===== src/rtl/octavo_thread_pkg.sv =====
// Shared thread numbering: thread count, thread-number type and the
// one-hot helper used to turn a thread number into a per-thread mask.
package octavo_thread_pkg;

    localparam int THREAD_COUNT       = 8;
    localparam int THREAD_COUNT_WIDTH = 3;

    typedef logic [THREAD_COUNT_WIDTH-1:0] thread_t;

    function automatic logic [THREAD_COUNT-1:0] thread_onehot(
        input thread_t thread
    );
        logic [THREAD_COUNT-1:0] mask;
        mask         = '0;
        mask[thread] = 1'b1;
        return mask;
    endfunction

endpackage


===== src/rtl/config_slot.sv =====
// One thread's queued configuration write: data register plus pending bit.
// Ports: clock, reset_n; set/clear drive pending, load/bcast_load take data_in;
// data and pending are the registered slot contents.
module config_slot
    import octavo_thread_pkg::*;
#(
    parameter int WORD_WIDTH = 36
) (
    input  logic                  clock,
    input  logic                  reset_n,
    input  logic                  set,
    input  logic                  clear,
    input  logic                  load,
    input  logic                  bcast_load,
    input  logic [WORD_WIDTH-1:0] data_in,
    output logic [WORD_WIDTH-1:0] data,
    output logic                  pending
);

    always_ff @(posedge clock or negedge reset_n) begin
        if (!reset_n) begin
            data    <= '0;
            pending <= 1'b0;
        end else begin
            if (load || bcast_load) begin
                data <= data_in;
            end
            // A new write landing on the issuing edge keeps the slot busy.
            if (set || bcast_load) begin
                pending <= 1'b1;
            end else if (clear) begin
                pending <= 1'b0;
            end
        end
    end

endmodule


===== src/rtl/branch_config_scheduler.sv =====
// Holds per-thread configuration writes until the thread's write slot comes
// round, then pulses configuration_wren aligned with the detector's thread_write.
// Ports: clock, reset_n, next_thread, req_valid/req_broadcast/req_thread/req_data,
// req_ready, configuration_wren, configuration_data, pending, idle.
module branch_config_scheduler
    import octavo_thread_pkg::*;
#(
    parameter int WORD_WIDTH         = 36,
    parameter int THREAD_COUNT       = 8,
    parameter int THREAD_COUNT_WIDTH = 3
) (
    input  logic                          clock,
    input  logic                          reset_n,
    input  logic [THREAD_COUNT_WIDTH-1:0] next_thread,
    input  logic                          req_valid,
    input  logic                          req_broadcast,
    input  logic [THREAD_COUNT_WIDTH-1:0] req_thread,
    input  logic [WORD_WIDTH-1:0]         req_data,
    output logic                          req_ready,
    output logic                          configuration_wren,
    output logic [WORD_WIDTH-1:0]         configuration_data,
    output logic [THREAD_COUNT-1:0]       pending,
    output logic                          idle
);

    logic [WORD_WIDTH-1:0]   slot_data [THREAD_COUNT];
    logic [THREAD_COUNT-1:0] issue_mask;
    logic [THREAD_COUNT-1:0] slot_set;
    logic                    issue;
    logic                    transfer;
    logic                    bcast_load;

    assign issue = pending[next_thread];

    always_comb begin
        issue_mask = '0;
        for (int t = 0; t < THREAD_COUNT; t++) begin
            issue_mask[t] = issue &&
                (next_thread == THREAD_COUNT_WIDTH'(t));
        end
    end

    // The slot being issued this edge frees up, so it may be refilled now.
    always_comb begin
        if (req_broadcast) begin
            req_ready = (pending & ~issue_mask) == '0;
        end else begin
            req_ready = !pending[req_thread] ||
                (issue && (next_thread == req_thread));
        end
    end

    assign transfer   = req_valid && req_ready;
    assign bcast_load = transfer && req_broadcast;

    always_comb begin
        slot_set = '0;
        for (int t = 0; t < THREAD_COUNT; t++) begin
            slot_set[t] = transfer && !req_broadcast &&
                (req_thread == THREAD_COUNT_WIDTH'(t));
        end
    end

    for (genvar t = 0; t < THREAD_COUNT; t++) begin : g_slot
        config_slot #(
            .WORD_WIDTH (WORD_WIDTH)
        ) u_slot (
            .clock      (clock),
            .reset_n    (reset_n),
            .set        (slot_set[t]),
            .clear      (issue_mask[t]),
            .load       (slot_set[t]),
            .bcast_load (bcast_load),
            .data_in    (req_data),
            .data       (slot_data[t]),
            .pending    (pending[t])
        );
    end

    // Registered from next_thread so the pulse lines up with thread_write.
    always_ff @(posedge clock or negedge reset_n) begin
        if (!reset_n) begin
            configuration_wren <= 1'b0;
            configuration_data <= '0;
        end else begin
            configuration_wren <= issue;
            if (issue) begin
                configuration_data <= slot_data[next_thread];
            end
        end
    end

    assign idle = (pending == '0) && !configuration_wren;

endmodule


===== config.mk =====
export PLATFORM = sky130hd
export DESIGN_NAME = branch_config_scheduler
export DESIGN_NICKNAME = d
export VERILOG_FILES = /design/src/rtl/octavo_thread_pkg.sv /design/src/rtl/config_slot.sv /design/src/rtl/branch_config_scheduler.sv
export SDC_FILE = /design/constraint.sdc
export NUM_CORES = 1
export LEC_CHECK = 0
export CAP_MARGIN = 5
export CORE_UTILIZATION = 50
export CTS_BUF_LIST = sky130_fd_sc_hd__clkbuf_16
export CTS_CLUSTER_DIAMETER = 40
export DETAILED_ROUTE_END_ITERATION = 7
export GPL_ROUTABILITY_DRIVEN = 0
export PLACE_DENSITY = 0.74
export SYNTH_ARGS = -nofsm -noshare
export SYNTH_HDL_FRONTEND = slang
export SYNTH_SLANG_ARGS = --single-unit

===== constraint.sdc =====
create_clock -name clock -period 3.1 [get_ports clock]
set_input_delay 0.62 -clock clock [delete_from_list [all_inputs] [get_ports clock]]
set_output_delay 0.62 -clock clock [all_outputs]
set_load 0.03 [all_outputs]

# Word level (Yosys, flattened, before mapping)
# Cells that the tools add are included.
dict set report totals {
  latch_bits 0
  elab_cells 108
  mem_bits_rw 0
  out_inout_bits 47
  in_bits 46
  memories 0
  ff_bits 333
  romBits 0
}
dict set report op_classes {
  add_sub_neg 0
  div 0
  order_cmp 3
  n_eq_ne 15
  n_reduce_logical 45
  muxes 24
  bitwise 3
  shifts 0
  mul 0
}
# op n
set op_table {}
lappend op_table {{36-bit binary-select mux with 3-bit select} 1}
lappend op_table {{36-bit 2-to-1 mux} 2}
lappend op_table {{3-bit == test, second input constant} 8}
lappend op_table {{1-bit logical AND} 21}
lappend op_table {{1-bit 2-to-1 mux} 19}
lappend op_table {{8-bit zero test} 2}
lappend op_table {{2-bit nonzero test} 8}
lappend op_table {{3-bit by 2-bit == test with 1-bit output, second input constant} 4}
lappend op_table {{1-bit logical OR} 9}
lappend op_table {{8-bit bitwise AND} 1}
lappend op_table {{3-bit by 4-bit less-than comparator with 1-bit output, second input constant} 2}
lappend op_table {{8-bit inverter} 1}
lappend op_table {{1-bit binary-select mux with 3-bit select} 2}
lappend op_table {{3-bit by 1-bit == test with 1-bit output, second input constant} 2}
lappend op_table {{3-bit zero test} 2}
lappend op_table {{4-bit greater-or-equal comparator, second input constant} 1}
lappend op_table {{3-bit inverter with 4-bit output} 1}
lappend op_table {{3-bit == test} 1}
lappend op_table {{1-bit zero test} 3}

# Longest topological paths before layout
# Gate-level depths: netlist of the first run.
dict set report logic_depth {
  ltp_word 12
  depth_mapped 9
  ltp_nobuf 5
}

# Cells and area by module
# Synthesis of the first run repeated with hierarchy kept, for this count alone.
dict set report unflattened {
  cells_unflattened 920
  area_unflattened_um2 16092.9
}
# mod area_per_inst_um2 cells_per_inst seq_area_each_um2 n_inst
set by_module_without_submodules {}
lappend by_module_without_submodules {config_slot 1510.2 80 925.9 8}
lappend by_module_without_submodules {branch_config_scheduler 4011.3 280 925.9 1}

# Worst setup path after synthesis of the first run
# OpenSTA, ideal clock, no wires.
dict set report synth_timing {
  path_kind {input-to-reg}
  from {input port next_thread[0]}
  to {register g_slot[2].u_slot.data[10]}
  slack_ns 0.393
  setup_ns 0.125
  required_time_ns 2.975
  path_stages 8
  n_path_buf 3
  arrival_ns 2.582
  path_cell_list {buf_6 -> nor4b_2 -> nor3_1 -> or4_1 -> buf_6 -> a21oi_4 -> buf_12 -> mux2_4}
}
dict set report synth_via {
  elab_chain_cells 11
  elab_cells_between_ends 30
  cone_classes {8 x eq/ne; 3 x mux; 2 x bitwise; 17 x reduce/logical}
}
# element line
set synth_rtl {}
lappend synth_rtl {{from (decl)} branch_config_scheduler.sv:14} ;# input logic [THREAD_COUNT_WIDTH-1:0] next_thread,
lappend synth_rtl {{1-bit binary-select mux with 3-bit select} branch_config_scheduler.sv:33} ;# assign issue = pending[next_thread];
lappend synth_rtl {{1-bit 2-to-1 mux (not written as such)} branch_config_scheduler.sv:33}
lappend synth_rtl {{1-bit logical AND} branch_config_scheduler.sv:38} ;# issue_mask[t] = issue &&
lappend synth_rtl {{8-bit inverter} branch_config_scheduler.sv:46} ;# req_ready = (pending & ~issue_mask) == '0;
lappend synth_rtl {{8-bit bitwise AND} branch_config_scheduler.sv:46}
lappend synth_rtl {{8-bit zero test} branch_config_scheduler.sv:46}
lappend synth_rtl {{1-bit 2-to-1 mux (*)} branch_config_scheduler.sv:45} ;# if (req_broadcast) begin
lappend synth_rtl {{1-bit logical AND (*)} branch_config_scheduler.sv:53} ;# assign transfer = req_valid && req_ready;
lappend synth_rtl {{1-bit logical AND (2 in series)} branch_config_scheduler.sv:59} ;# slot_set[t] = transfer && !req_broadcast &&
lappend synth_rtl {{1-bit logical OR (*)} config_slot.sv:25} ;# if (load || bcast_load) begin
lappend synth_rtl {{to (signal assigned)} config_slot.sv:26} ;# data <= data_in;
lappend synth_rtl {{to (decl)} config_slot.sv:16} ;# output logic [WORD_WIDTH-1:0] data,
# Every way passes the cells marked *; elsewhere a longest branch is shown, timed or not. The select of a mux whose other input is x is not followed.
# A chain may end at the register's enable or synchronous reset.

# Worst setup path in the final report of the first run
dict set report layout_timing {
  from {register g_slot[2].u_slot.pending}
  to {output port req_ready}
}
dict set report layout_via {
  elab_chain_cells 7
  elab_cells_between_ends 19
  cone_classes {5 x mux; 2 x bitwise; 12 x reduce/logical}
}
# element line
set layout_rtl {}
lappend layout_rtl {{from (decl)} config_slot.sv:17} ;# output logic pending
lappend layout_rtl {{from (signal assigned)} config_slot.sv:23} ;# pending <= 1'b0;
lappend layout_rtl {{from (signal assigned)} config_slot.sv:30} ;# pending <= 1'b1;
lappend layout_rtl {{from (signal assigned)} config_slot.sv:32} ;# pending <= 1'b0;
lappend layout_rtl {{1-bit binary-select mux with 3-bit select} branch_config_scheduler.sv:33}
lappend layout_rtl {{1-bit 2-to-1 mux (not written as such)} branch_config_scheduler.sv:33}
lappend layout_rtl {{1-bit logical AND} branch_config_scheduler.sv:38}
lappend layout_rtl {{8-bit inverter} branch_config_scheduler.sv:46}
lappend layout_rtl {{8-bit bitwise AND} branch_config_scheduler.sv:46}
lappend layout_rtl {{8-bit zero test} branch_config_scheduler.sv:46}
lappend layout_rtl {{1-bit 2-to-1 mux (*)} branch_config_scheduler.sv:45}
lappend layout_rtl {{to (decl)} branch_config_scheduler.sv:19} ;# output logic req_ready,
# Marks and branches as above.

==> impl_metrics.tcl, run 1 <==
set metrics [dict create \
    path_buf_inv 2 \
    finalNonFillerCells 1504 \
    antenna_found_initial 1 \
    fmax_mhz 337 \
    rrSetupSlack_ps 500 \
    relSlewSlack_pct 54.8 \
    ys_types 36 \
    ant_nets 0 \
    cts_buffers 43 \
    grt_usage_pct 21.2 \
    synth_area_mm2 0.0160 \
    worstMarginPinSlew_ps 678 \
    drv_cap 0 \
    tns_ps 0 \
    first_pass_iters 4 \
    syn_inst 953 \
    synthArstFlopShare_pct 100 \
    holdWs_ps 97.6 \
    post-dp-hpwl_um 20800 \
    post-route-period-util_pct 95.6 \
    cts_tree "yes" \
    synth_edf_count 0 \
    rows 65 \
    drtIter0Drc 493 \
    drc 0 \
    path_cells "nor4bb_1 > nor3_1 > or4_1 > buf_4 > nand2_1 > buf_4" \
    diodes 0 \
    setup_ws_ps 137 \
    skew_ps 25.9 \
    yosysWarnings 0 \
    pre_cts_slack_ps -144 \
    clock_latency_ps 540 \
    fin_total_pwr_mw 19.0 \
    cpMaxStageDelayCell "or4_1" \
    clk_pin_slew_ps 50 \
    leakage_nw 8.28 \
    syn_to_final_growth_pct 18.5 \
    cts_buffer_depth 3 \
    ioPinCount 93 \
    cts.sinks 333 \
    cts_root_buffer "clkbuf_16" \
    status "complete, no violations" \
    worstPathMaxFanout 9 \
    worst_r2r_path_depth 7 \
    ys_ff_latch 333 \
    ys_seq_area_share_pct 52.1 \
    final_nets 1117 \
    syn-num-nets 999 \
    drive_above_1_share_pct 45.2 \
    end_kind "output port" \
    min_path_type "primary input to asynchronous set/reset pin" \
    grt_pass1_wl_um 54800 \
    period_needed_ps 2960 \
    r2r_start "g_slot[2].u_slot.pending" \
    start_util_pct 50.8 \
    grt-ovfl-total 0 \
    hold_viol_final 0 \
    die_y_um 181 \
    dpl_cell_area_mm2 0.0175 \
    crit_arrival_ps 2340 \
    nFillCells 2311 \
    hold_buffers 0 \
    syn_area_per_cell_um2 16.8 \
    viasPerCell 5.66 \
    r2r_end "g_slot[0].u_slot.data[4]" \
    fin_util_pct 60.2 \
    cpMostUsedCell "buf_4" \
    dieWidth_um 181 \
    cp_top_family "simple AND/OR/NAND/NOR gates" \
    drt_wl_total_um 33100 \
    grt_max_degree 84 \
    vias 8512 \
    setup_viol 0 \
    core-area_mm2 0.0315 \
    cp-start-kind "register" \
    peakVddDrop_mv 0.588 \
    rsz0062_at_grt "no" \
    path_class "register to output port" \
    max_stage_delay_ps 530 \
    grt_pass1_vias 9487 \
    dieArea_mm2 0.0327 \
    design_area_mm2 0.0189 \
    power_density_mw_per_mm2 1010 \
    htreeDepth 2 \
    placed_cells 1428 \
    synth_ff_type "dfrtp_1" \
    routedWlPerCell_um 22.0 \
    cp.required_ps 2480 \
    place.port_buffers 92 \
    cts_setup_buffers 0 \
    slew_viol_final 0 \
]
==> synthesized netlist by cell type, types with 2 or more instances <==
master | instances | share of area (%)
a21o_1 | 6 | 0.28
a21oi_1 | 2 | 0.063
a21oi_4 | 8 | 0.81
a22oi_1 | 2 | 0.094
a31o_2 | 2 | 0.11
and3_1 | 2 | 0.078
buf_1 | 7 | 0.16
buf_12 | 9 | 1.1
buf_2 | 6 | 0.19
buf_4 | 9 | 0.42
buf_6 | 19 | 1.3
clkbuf_1 | 17 | 0.40
dfrtp_1 | 333 | 52
inv_1 | 4 | 0.094
mux2_2 | 56 | 3.9
mux2_4 | 232 | 22
mux2i_1 | 47 | 2.9
mux4_2 | 73 | 10
nand2_1 | 44 | 1.0
nand2b_1 | 4 | 0.16
nor2_1 | 5 | 0.12
nor2b_1 | 3 | 0.12
nor3_1 | 5 | 0.16
nor4_1 | 2 | 0.078
o21ai_0 | 43 | 1.3
xor2_1 | 3 | 0.16
==> sequential cells by signal, summed over array words and instances (netlist names) <==
register / count
configuration_data: 36
configuration_wren: 1
g_slot.u_slot.data: 288
g_slot.u_slot.pending: 8
==> worst register-to-register path: stages, from the launching register on <==
cell	delay, ps
dfrtp_1	460
nor4bb_1	290
nor3_1	70
or4_1	530
buf_4	230
a21oi_4	260
buf_12	270
mux2_2	370
==> worst max-delay path by stage <==
stage,from,to,cells after the start
global route,g_slot[2].u_slot.pending,req_ready,6
CTS,req_thread[1],req_ready,7
detailed placement,req_thread[1],g_slot[0].u_slot.data[4],9
finish,g_slot[2].u_slot.pending,req_ready,6
floorplan,next_thread[0],g_slot[2].u_slot.data[10],8
global placement,req_thread[1],req_ready,7
==> layout by cell type, fill, tap and decap left out, types with 25 or more instances in the layout <==
| cell | instances |
|---|---|
| dfrtp_1 | 333 |
| mux2_4 | 232 |
| clkdlybuf4s50_1 | 86 |
| mux4_2 | 73 |
| mux2_2 | 56 |
| mux2i_1 | 47 |
| clkbuf_16 | 44 |
| nand2_1 | 43 |
| o21ai_0 | 43 |
| buf_4 | 26 |
| buf_12 | 25 |
==> kinds of logic (layout without fill, tap and decap cells) <==
logic type,count (synthesis),after routing,share of synthesized area [%]
XOR/XNOR,3,3,0.164
multiplexers,408,408,39.0
AO/OA/AOI/OAI,66,66,2.85
buffers and inverters,71,220,3.73
flip-flops,333,333,52.1
AND/OR/NAND/NOR,72,72,2.14
==> power by group <==
group | leakage, nW | switching [mW] | internal, mW | total (mW)
Clock | 0.711 | 1.93 | 2.95 | 4.88
Sequential | 3.98 | 1.29 | 6.54 | 7.83
Combinational | 3.58 | 2.26 | 4.08 | 6.34
Total | 8.28 | 5.48 | 13.6 | 19.0
==> timing repair <==
item,in CTS,in global routing
resized for setup,3,1
endpoints found under the setup margin,1,1
endpoints found under the hold margin,0,0
==> layer usage <==
layer	track usage [%]	vias to the layer above	routed length [µm]
met2	35.0	156	16300
li1	-	3750	-
met5	0	-	16
met1	29.7	4557	14900
met3	3.43	47	1390
met4	4.75	2	503
==> final cells by class <==
type	count	area, µm²	share of cell area, %
clock inverter	32	318	1.68
multi-input combinational	549	7080	37.4
clock buffer	44	1100	5.81
timing repair buffer	140	1600	8.42
tap	402	503	2.66
inverter	4	15.0	0.0793
sequential	333	8330	44.0
Note: power is estimated with default switching activity, not from simulation.
==> run 2, diff against run 1 <==
--- a/config.mk
+++ b/config.mk
@@ -12,6 +12,8 @@
 export DETAILED_ROUTE_END_ITERATION = 7
 export GPL_ROUTABILITY_DRIVEN = 0
 export PLACE_DENSITY = 0.74
+export RECOVER_POWER = 100
+export SLEW_MARGIN = 20
 export SYNTH_ARGS = -nofsm -noshare
 export SYNTH_HDL_FRONTEND = slang
 export SYNTH_SLANG_ARGS = --single-unit
==> impl_metrics.tcl, run 2 (synthesis gave the netlist of run 1 again) <==
set metrics [dict create \
    status "finished with violations" \
    violations "capacitance limit, slew limit" \
    skew_ps 25.5 \
    clock_latency_ps 540 \
    first_pass_iters 4 \
    cts_buffer_depth 3 \
    cp-start-kind "register" \
    peakVddDrop_mv 0.548 \
    grt_pass1_vias 9487 \
    drv_cap 1 \
    hold_viol_final 0 \
    core-area_mm2 0.0315 \
    syn_to_final_growth_pct 12.0 \
    leakage_nw 7.69 \
    largest_register_ffs 288 \
    final_cell_mix "333 x dfrtp_1, 200 x mux2_1, 73 x mux4_2" \
    die_y_um 181 \
    path_class "register to register" \
    routedWlPerCell_um 21.8 \
    regMostFlops "g_slot.u_slot.data" \
    relSlewSlack_pct -42.8 \
    drive_above_1_share_pct 26.2 \
    place.port_buffers 92 \
    cts_tree "yes" \
    cts_setup_buffers 0 \
    drc 0 \
    worstPathMaxFanout 13 \
    grt-ovfl-total 0 \
    post-route-period-util_pct 95.8 \
    start_util_pct 50.8 \
    ant_nets 0 \
    fin_total_pwr_mw 17.6 \
    fmax_mhz 337 \
    diodes 0 \
    htreeDepth 2 \
    post-dp-hpwl_um 20800 \
    viasPerCell 5.69 \
    crit_arrival_ps 3370 \
    cts_buffers 43 \
    vias 8560 \
    period_needed_ps 2970 \
    cts.sinks 333 \
    final_nets 1117 \
    end_kind "register" \
    setup_ws_ps 130 \
    cp.required_ps 3500 \
    power_density_mw_per_mm2 985 \
    rows 65 \
    mostFrequentLayoutCell "dfrtp_1" \
    top_regs "g_slot.u_slot.data: 288 flops, configuration_data: 36 flops, g_slot.u_slot.pending: 8 flops" \
    grt_max_degree 84 \
    grt_pass1_wl_um 54800 \
    grt_usage_pct 21.2 \
    ioPinCount 93 \
    drtIter0Drc 435 \
    design_area_mm2 0.0179 \
    drt_wl_total_um 32800 \
    worstMarginPinSlew_ps 2140 \
    cts_root_buffer "clkbuf_16" \
    rsz0062_at_grt "no" \
    dieArea_mm2 0.0327 \
    antenna_found_initial 1 \
    slew_viol_final 82 \
    dpl_cell_area_mm2 0.0175 \
    dieWidth_um 181 \
    min_path_type "register to register" \
    setup_viol 0 \
    clk_pin_slew_ps 60 \
    pre_cts_slack_ps -144 \
]
-- run 2: changes by cell type in the layout (fill, tap and decap cells not counted), sizes merged --
cell / previous run / this run
clkbuf: 44 / 63
dlygate4sd3: 0 / 46
buf: 53 / 34
clkdlybuf4s50: 86 / 40
-- run 2: final cells by class --
class                           instances  area [µm²]
Fill cell                            2549       13600
Timing Repair Buffer                  140        1350
Inverter                                4        15.0
Multi-Input combinational cell        549        6280
Tap cell                              402         503
Clock buffer                           44        1100
Clock inverter                         32         318
Sequential cell                       333        8330
-- run 2: final timing paths --
check                                            end                      from  slack [ps]  depth (start not counted)
max                        g_slot[4].u_slot.data[27]  g_slot[5].u_slot.pending         130                          7
min                            configuration_data[1]     configuration_data[1]         470                          2
max reg2reg                g_slot[4].u_slot.data[27]  g_slot[5].u_slot.pending         130                          7
min reg2reg                    configuration_data[1]     configuration_data[1]         470                          2
max in group asynchronous  g_slot[3].u_slot.data[24]                   reset_n         570                          2
min in group asynchronous   g_slot[2].u_slot.data[7]                   reset_n         700                          1
-- run 2: through the flow --
| stage | setup TNS (ps) | util [%] | hold slack [ps] | cells |
|---|---|---|---|---|
| after global routing | 0 | 56.9 | 494 | 1504 |
| after CTS | 0 | 60.2 | 109 | 1504 |
| after global placement | -10000 | 55.6 | 462 | 1428 |
| final | 0 | 56.9 | 469 | 1504 |
| after floorplan | 0 | - | 324 | 953 |
| after detailed placement | -20420 | 55.6 | 470 | 1428 |
-- run 2: per-layer routing --
| metal | wire [µm] | vias up | GRT usage (%) |
|---|---|---|---|
| met5 | 13 | - | 0 |
| met4 | 536 | 2 | 4.75 |
| met3 | 1280 | 53 | 3.43 |
| met2 | 16200 | 165 | 35.0 |
| met1 | 14800 | 4580 | 29.7 |
| li1 | - | 3760 | - |
-- run 2: critical path: stages (launching register included) --
cell	delay [ps]
dfrtp_1	480
nor4b_2	250
nor3_1	80
or4_1	530
buf_4	210
a21oi_1	450
clkbuf_4	460
mux2_1	360
-- run 2: repair_timing --
action,4_1_cts,5_1_grt
resized for setup,3,1
hold buffers,0,0
hold endpoints to repair,0,0
setup endpoints to repair,1,1
cloned,0,0
-- run 2: report_power, final --
group	leakage (nW)	internal, mW	switching, mW
clock	0.711	2.94	1.94
combinational	2.99	2.84	2.19
sequential	3.98	6.53	1.18
==> run 3, diff against run 2 <==
--- a/config.mk
+++ b/config.mk
@@ -13,6 +13,7 @@
 export GPL_ROUTABILITY_DRIVEN = 0
 export PLACE_DENSITY = 0.74
 export RECOVER_POWER = 100
+export REMOVE_ABC_BUFFERS = 1
 export SLEW_MARGIN = 20
 export SYNTH_ARGS = -nofsm -noshare
 export SYNTH_HDL_FRONTEND = slang
==> impl_metrics.tcl, run 3 (synthesis gave the netlist of run 1 again) <==
set metrics [dict create \
    fin_total_pwr_mw 18.2 \
    end_kind "output port" \
    rsz0062_at_grt "no" \
    start_util_pct 50.8 \
    regArea_mm2 0.00833 \
    regMostFlops "g_slot.u_slot.data" \
    dieArea_mm2 0.0327 \
    clk_pin_slew_ps 60 \
    final_cell_mix "332 x dfrtp_1, 191 x mux2_1, 73 x mux4_2" \
    leakage_nw 7.78 \
    endpoint "req_ready" \
    grt_max_degree 85 \
    post-dp-hpwl_um 20800 \
    final_nets 1127 \
    r2r_start "g_slot[2].u_slot.pending" \
    grt_pass1_vias 9689 \
    grt_pass1_wl_um 56300 \
    die_y_um 181 \
    top_layer_used "met5" \
    dpl_cell_area_mm2 0.0175 \
    crit_arrival_ps 2430 \
    syn_to_final_growth_pct 13.2 \
    r2r_end "g_slot[7].u_slot.data[5]" \
    period_needed_ps 3050 \
    path_cells "clkdlybuf4s50_1 > inv_1 > mux4_2 > a32oi_2 > buf_4 > nand2_1 > buf_4" \
    cts_buffer_depth 3 \
    top_regs "g_slot.u_slot.data: 288 flops, configuration_data: 36 flops, g_slot.u_slot.pending: 8 flops" \
    drtIter0Drc 365 \
    ant_nets 0 \
    worstPathMaxFanout 2 \
    design_area_mm2 0.0181 \
    power_frac_comb_pct 27.9 \
    hold_buffers 0 \
    drv_cap 2 \
    cts.sinks 333 \
    min_path_type "primary input to register" \
    cts_setup_buffers 0 \
    core-area_mm2 0.0315 \
    worstMarginPinSlew_ps 2300 \
    diodes 0 \
    rrSetupSlack_ps 120 \
    holdWs_ps 407 \
    cp.depth 7 \
    wl_met3_um 1220 \
    drc 0 \
    pre_cts_slack_ps -152 \
    cts_root_buffer "clkbuf_16" \
    viasPerCell 5.68 \
    intPower_mw 12.7 \
    first_pass_iters 4 \
    cp-start-kind "primary input" \
    grt_usage_pct 22.0 \
    worst_r2r_path_depth 7 \
    drive_above_1_share_pct 27.6 \
    cts_tree "yes" \
    violations "capacitance limit, slew limit" \
    setup_viol 0 \
    wl_met1_um 15800 \
    seqPwrFrac_pct 42.4 \
    mostFrequentLayoutCell "dfrtp_1" \
    cpMaxStageDelayCell "mux4_2" \
    vias 8634 \
    nFillCells 2551 \
    clock_latency_ps 560 \
    cp_top_family "buffers and inverters" \
    cpMostUsedCell "buf_4" \
    routedWlPerCell_um 22.1 \
    fmax_mhz 328 \
    grt-ovfl-total 0 \
    dieWidth_um 181 \
    largest_register_ffs 288 \
    antenna_found_initial 1 \
    wl_met2_um 16000 \
    sw_frac_of_total_pct 29.9 \
    rows 65 \
    max_stage_delay_ps 510 \
    cp.required_ps 2480 \
    power_density_mw_per_mm2 1000 \
    status "finished with violations" \
    p_clk_share_pct 29.6 \
    path_buf_inv 4 \
    htreeDepth 2 \
    slew_viol_final 130 \
    multi_input_area_mm2 0.00627 \
    cts_buffers 46 \
    post-route-period-util_pct 98.3 \
    setup_ws_ps 53.6 \
    place.port_buffers 92 \
    relSlewSlack_pct -53.1 \
    tns_ps 0 \
    drt_wl_total_um 33500 \
    crit_path_start "req_thread[2]" \
    path_class "primary input to output port" \
    skew_ps 30.1 \
    hold_viol_final 0 \
    ioPinCount 93 \
    peakVddDrop_mv 0.612 \
    switchingPower_mw 5.44 \
]
## run 3: cell count changes in the layout (fill, tap and decap cells not counted), sizes merged
cell	change
buf	-2
bufinv	+2
clkbuf	+12
clkinv	-2
clkinvlp	+5
dlygate4sd2	+1
dlymetal6s2s	-1
inv	+1
## run 3: through the flow
stage,util [%],std cells
floorplan,-,886
global placement,55.7,1435
detailed placement,55.7,1435
CTS,60.8,1520
global route,57.5,1520
finish,57.5,1520
## run 3: worst min path at each step
stage | startpoint | endpoint | slack, ps | cells past startpoint
floorplan | reset_n | configuration_data[0] | 320 | 0
global placement | configuration_data[28] | configuration_data[28] | 460 | 2
detailed placement | configuration_data[14] | configuration_data[14] | 470 | 2
CTS | reset_n | g_slot[0].u_slot.data[27] | 100 | 1
global route | next_thread[0] | g_slot[7].u_slot.pending | 420 | 3
finish | next_thread[0] | g_slot[7].u_slot.pending | 410 | 3
## run 3: power by group through the flow
stage	registers (mW)	logic, mW	clock network [mW]
after floorplan	7.93	4.25	0
after global placement	7.74	6.22	0
after detailed placement	7.83	6.39	0
after CTS	7.82	6.44	5.49
after global routing	8.00	5.51	5.68
final	7.71	5.07	5.39
## run 3: area by class of cell
type / count / area share [%]
clock buffer: 47 / 6.50
clock inverter: 38 / 2.35
inverter: 4 / 0.0830
multi-input combinational: 549 / 34.6
sequential: 333 / 46.1
tap: 402 / 2.78
timing repair buffer: 147 / 7.57
## run 3: what timing repair did
action                     in CTS  in global routing
resized for setup               2                  1
setup endpoints to repair       1                  1
pin swaps                       0                  1
## run 3: worst reg2reg max path: stages, from the launching register on
cell      delay [ps]
dfrtp_2          450
nor4bb_1         330
nor3_1            80
or4_1            530
buf_4            200
a21oi_1          270
clkbuf_2         590
mux2_2           420
## run 3: layer usage
layer  global-route usage [%]  up-vias
met4                     5.98        2
met1                     31.8     4626
met2                     34.5      150
li1                         -     3802
met5                        0        -
met3                     3.59       54
